<file path="src/rtl/gate_op_arbiter.sv">
// Round-robin arbiter sharing one NAND/NOR gate unit among N requesters.
// Latches the winner's operands, holds them on the unit for SETTLE cycles, then captures unit_y.
module gate_op_arbiter #(
    parameter int N      = 4,
    parameter int SETTLE = 1
) (
    input  logic         clk,
    input  logic         rst,
    input  logic [N-1:0] req,
    input  logic [N-1:0] op,
    input  logic [N-1:0] a,
    input  logic [N-1:0] b,
    output logic [N-1:0] gnt,
    output logic [N-1:0] done,
    output logic         result,
    output logic         busy,
    output logic         unit_a,
    output logic         unit_b,
    output logic         unit_op,
    input  logic         unit_y
);

    localparam int W = (N > 1) ? $clog2(N) : 1;
    localparam logic [3:0] CNT_INIT = 4'(SETTLE - 1);

    typedef enum logic [1:0] {IDLE, DRIVE, RESP} state_t;

    state_t         state_q, state_d;
    logic [W-1:0]   idx_q, idx_d;
    logic [W-1:0]   rr_q, rr_d;
    logic [3:0]     cnt_q, cnt_d;
    logic           op_q, op_d;
    logic           a_q, a_d;
    logic           b_q, b_d;
    logic           res_q, res_d;
    logic [W-1:0]   win;
    logic           found;
    int             j;

    // Rotating priority scan starting at rr_q, wrapping modulo N.
    always_comb begin
        win   = '0;
        found = 1'b0;
        j     = 0;
        for (int k = 0; k < N; k++) begin
            j = int'(rr_q) + k;
            if (j >= N) j = j - N;
            if (!found && req[j]) begin
                found = 1'b1;
                win   = W'(j);
            end
        end
    end

    always_comb begin
        state_d = state_q;
        idx_d   = idx_q;
        rr_d    = rr_q;
        cnt_d   = cnt_q;
        op_d    = op_q;
        a_d     = a_q;
        b_d     = b_q;
        res_d   = res_q;
        case (state_q)
            IDLE: begin
                if (found) begin
                    idx_d   = win;
                    op_d    = op[win];
                    a_d     = a[win];
                    b_d     = b[win];
                    cnt_d   = CNT_INIT;
                    state_d = DRIVE;
                end
            end
            DRIVE: begin
                if (cnt_q == 4'd0) begin
                    res_d   = unit_y;
                    state_d = RESP;
                end else begin
                    cnt_d = cnt_q - 4'd1;
                end
            end
            RESP: begin
                state_d = IDLE;
                rr_d    = (idx_q == W'(N - 1)) ? '0 : idx_q + 1'b1;
            end
            default: state_d = IDLE;
        endcase
    end

    always_ff @(posedge clk) begin
        if (rst) begin
            state_q <= IDLE;
            idx_q   <= '0;
            rr_q    <= '0;
            cnt_q   <= '0;
            op_q    <= 1'b0;
            a_q     <= 1'b0;
            b_q     <= 1'b0;
            res_q   <= 1'b0;
        end else begin
            state_q <= state_d;
            idx_q   <= idx_d;
            rr_q    <= rr_d;
            cnt_q   <= cnt_d;
            op_q    <= op_d;
            a_q     <= a_d;
            b_q     <= b_d;
            res_q   <= res_d;
        end
    end

    // Unit drive comes straight from flops so it cannot glitch while settling.
    always_comb begin
        gnt  = '0;
        done = '0;
        if (state_q != IDLE) gnt[idx_q] = 1'b1;
        if (state_q == RESP) done[idx_q] = 1'b1;
    end

    assign busy    = (state_q != IDLE);
    assign result  = res_q;
    assign unit_a  = a_q;
    assign unit_b  = b_q;
    assign unit_op = op_q;

endmodule

</file>
<file path="config.mk">
export PLATFORM = sky130hd
export DESIGN_NAME = gate_op_arbiter
export DESIGN_NICKNAME = d
export VERILOG_FILES = /design/src/rtl/gate_op_arbiter.sv
export SDC_FILE = /design/constraint.sdc
export NUM_CORES = 1
export LEC_CHECK = 0
export BUFFER_PORTS_ARGS = -buffer_cell sky130_fd_sc_hd__buf_2
export CAP_MARGIN = 20
export CORE_ASPECT_RATIO = 0.7
export CORE_MARGIN = 2
export CORE_UTILIZATION = 25
export CTS_CLUSTER_SIZE = 8
export DETAILED_ROUTE_END_ITERATION = 8
export GPL_TIMING_DRIVEN = 0
export PLACE_DENSITY_LB_ADDON = 0.08
export SLEW_MARGIN = 0
export SYNTH_ARGS = -nofsm -noshare
export SYNTH_HDL_FRONTEND = slang
export SYNTH_SLANG_ARGS = --single-unit
export TNS_END_PERCENT = 100
</file>
<file path="constraint.sdc">
create_clock -name clk -period 1.49 [get_ports clk]
set_input_delay 0 -clock clk [delete_from_list [all_inputs] [get_ports clk]]
set_output_delay 0 -clock clk [all_outputs]
set_load 0.1 [all_outputs]
</file>
==> qor.yml <==
floorplanning:
  die_area_um2: 3960
  start_util_pct: 26.8
  core-area_um2: 3230
  die_y_um: 53.2
  rows: 17
  io_pins: 32
  die_x_um: 74.3
power:
  seq_power_share_pct: 21.4
  power.leakage_nw: 0.584
  p_sw_share_pct: 52.2
  p_sw_w: 0.00155
  power.density_nw_per_um2: 2240
  clkPwrFrac_pct: 12.6
  vdd_drop_max_mv: 1.01
  combPwrFrac_pct: 66.0
  p_int_w: 0.00142
final_layout:
  drive_gt1_share_pct: 49.0
  num_antenna_cells: 0
  area_delta_synth_final_pct: 53.0
  fin_nets: 173
  n_fill_cell: 331
  fin_cells: 194
critical_path:
  cp_data_arrival_time_ns: 1.63
  start_kind: "flip-flop"
  cp.required_ns: 1.61
  cp-end-kind: "flip-flop"
  timing.rr.start: "cnt_q[1]$_SDFFE_PP0P_"
  critical_path.max_fanout: 4
  worstSetupPathType: "flip-flop to flip-flop"
  ff2ff_setup_slack_ns: -0.02
  cp-startpoint: "cnt_q[1]$_SDFFE_PP0P_"
sta:
  fin_crit_ns: 1.51
  hold_viol: 0
  tns_ns: -0.0418
  period_share_pct: 102
  rsz0062_at_grt: "true"
  finalSetupViolCount: 2
  skew_ns: 0.00429
  drv_slew: 0
  slew_headroom_pct: 67.3
  tightest_slew_ns: 0.494
  max_freq_mhz: 660
  setup_ws_ns: -0.0248
yosys:
  yosysSeqAreaShare_pct: 32.4
  yosysWarnings: 0
  synth_top_area_share_pct: 32.4
  yosysTopAreaCell: "dfxtp_1"
  postSynthAreaPerCell_um2: 8.57
  synth-seq-cells: 14
  synth.distinct_cells: 25
  synth_area_um2: 866
  synth_cells: 101
  synth_area_leaders: "dfxtp_1 32%, mux2i_1 9.2%, ha_1 8.7%"
  synth_nets: 126
global_route:
  gr-usage-met2_pct: 18.0
  grt_pass1_vias: 724
  antenna_found_initial: 0
  use_met3_pct: 4.57
  grt_pass1_wl_mm: 3.22
  grt_start_max_net_pins: 11
  busiest_layer: "met2"
  gr-usage-all-layers_pct: 10.9
  grt.overflow.total: 0
  grtUsageMet1_pct: 13.8
clock_tree:
  root_buffer: "clkbuf_8"
  clock_path_buffers: 2
  cts_tree: "built"
  clk_latency_ns: 0.25
  clk_pin_slew_ns: 0.06
  numCtsBuffers: 3
  numClockSinks: 14
  htreeDepth: 1
routing:
  dr.pass1.iters: 4
  drt_iter0_markers: 20
  drt-vias-per-instance: 4.48
  wl_per_cell_um: 10.9
  drt_wl_total_mm: 2.12
  vias: 870
  post-route-drc-count: 0
  ant_nets: 0
flow_run:
  max_cap_viol_count: 0
placement:
  portBuffers: 31
  gp_congestion: 0.759
  dpl.cell_count: 179
  dp_hpwl_mm: 1.54
status:
  violations: "negative setup slack"
  status: "complete, but fails checks"
min_path:
  min_path_type: "primary input to flip-flop"
  holdCritStartpoint: "a[0]"
==> power groups by stage <==
stage / combinational, W / clock (W) / sequential, W
floorplan: 0.00111 / 0 / 0.000862
global placement: 0.00162 / 0 / 0.000609
detailed placement: 0.00164 / 0 / 0.000607
CTS: 0.00174 / 0.000382 / 0.000604
global route: 0.00211 / 0.000400 / 0.000653
finish: 0.00196 / 0.000374 / 0.000638
==> Yosys cell counts <==
cell type / count
nor2b_1: 6
a22oi_1: 1
nor4_2: 1
o21ai_1: 1
or4b_4: 1
nand2b_2: 1
and2_1: 4
ha_1: 6
nand3b_1: 3
a21oi_4: 1
o221ai_1: 3
a221oi_2: 1
xor2_1: 2
nor2_1: 16
nor3_1: 3
mux2i_1: 8
nand2b_1: 4
clkbuf_1: 1
a211oi_2: 1
a22o_1: 1
nor4bb_1: 1
dfxtp_1: 14
a21oi_1: 7
nand2_1: 5
inv_1: 9
==> placed cells by master, fill, tap and decap left out, types with 2 or more instances in the layout <==
master,instances
buf_2,26
buf_4,13
nor2_1,12
dfxtp_1,10
mux2i_1,8
inv_1,6
a21oi_1,5
nand2_1,5
ha_1,5
nor2b_2,4
and2_1,4
clkbuf_8,4
dfxtp_2,4
nand2b_1,3
nor2_2,3
nor3_1,3
nand3b_1,3
o221ai_1,3
a21oi_2,2
xor2_1,2
dlygate4sd3_1,2
==> sequential cells by signal, summed over array words and instances (netlist names) <==
| name | cells |
|---|---|
| unit_a | 1 |
| result | 1 |
| rr_q | 2 |
| idx_q | 2 |
| unit_op | 1 |
| unit_b | 1 |
| cnt_q | 4 |
| state_q | 2 |
==> worst max-delay path, stage by stage, from the launching register on <==
cell      delay, ns
dfxtp_2        0.33
inv_2          0.06
ha_4           0.15
nor4bb_4       0.14
a211oi_2       0.32
buf_4          0.21
nor2_2         0.03
a21oi_1        0.10
nor2_1         0.05
==> routing by layer <==
| layer | share of wire [%] | vias up |
|---|---|---|
| li1 | - | 436 |
| met1 | 48 | 410 |
| met2 | 46 | 24 |
| met3 | 5.6 | 0 |
| met4 | 0 | 0 |
| met5 | 0 | - |
==> cell type report <==
| cell class | count | area, um^2 | share of cell area, % |
|---|---|---|---|
| Multi-Input combinational cell | 77 | 627 | 47.3 |
| Sequential cell | 14 | 285 | 21.5 |
| Timing Repair Buffer | 42 | 255 | 19.3 |
| Tap cell | 47 | 58.8 | 4.44 |
| Clock buffer | 4 | 55.1 | 4.15 |
| Inverter | 9 | 40.0 | 3.02 |
| Buffer | 1 | 3.75 | 0.283 |
==> logic make-up after synthesis <==
group	synth area share, %
compound gates	14.6
buf+inv	4.33
mux	9.25
fa+ha+maj	8.67
flops	32.4
simple gates	28.8
xor+xnor	2.02
==> path summary, 6_finish.rpt <==
kind,cells after the start,end
setup / recovery,8,cnt_q[0]$_SDFFE_PP0P_
hold / removal,3,unit_a$_SDFFE_PP0P_
setup reg to reg,8,cnt_q[0]$_SDFFE_PP0P_
hold reg to reg,2,unit_op$_SDFFE_PP0P_
==> metrics by stage <==
stage / util, % / hold slack (ns) / instance area [um^2] / setup WS (ns) / power, W
5_1_grt: 41.0 / 0.0660 / 1330 / -0.109 / 0.00316
4_1_cts: 37.7 / 0.0571 / 1220 / 0.0119 / 0.00273
3_5_place_dp: 34.2 / 0.229 / 1100 / -0.216 / 0.00224
6_report: 41.0 / 0.0558 / 1330 / -0.0248 / 0.00297
3_3_place_gp: 34.2 / 0.225 / 1100 / -0.180 / 0.00223
2_1_floorplan: - / 0.0642 / 891 / -0.0407 / 0.00197
==> what timing repair did <==
action / 4_1_cts / 5_1_grt
setup endpoints to repair: 9 / 12
resized for setup: 8 / 15
buffers inserted: 3 / 6
pin swaps: 3 / 3
hold endpoints to repair: 2 / 0
hold buffers: 2 / 0
(Power assumes the default switching activity.)
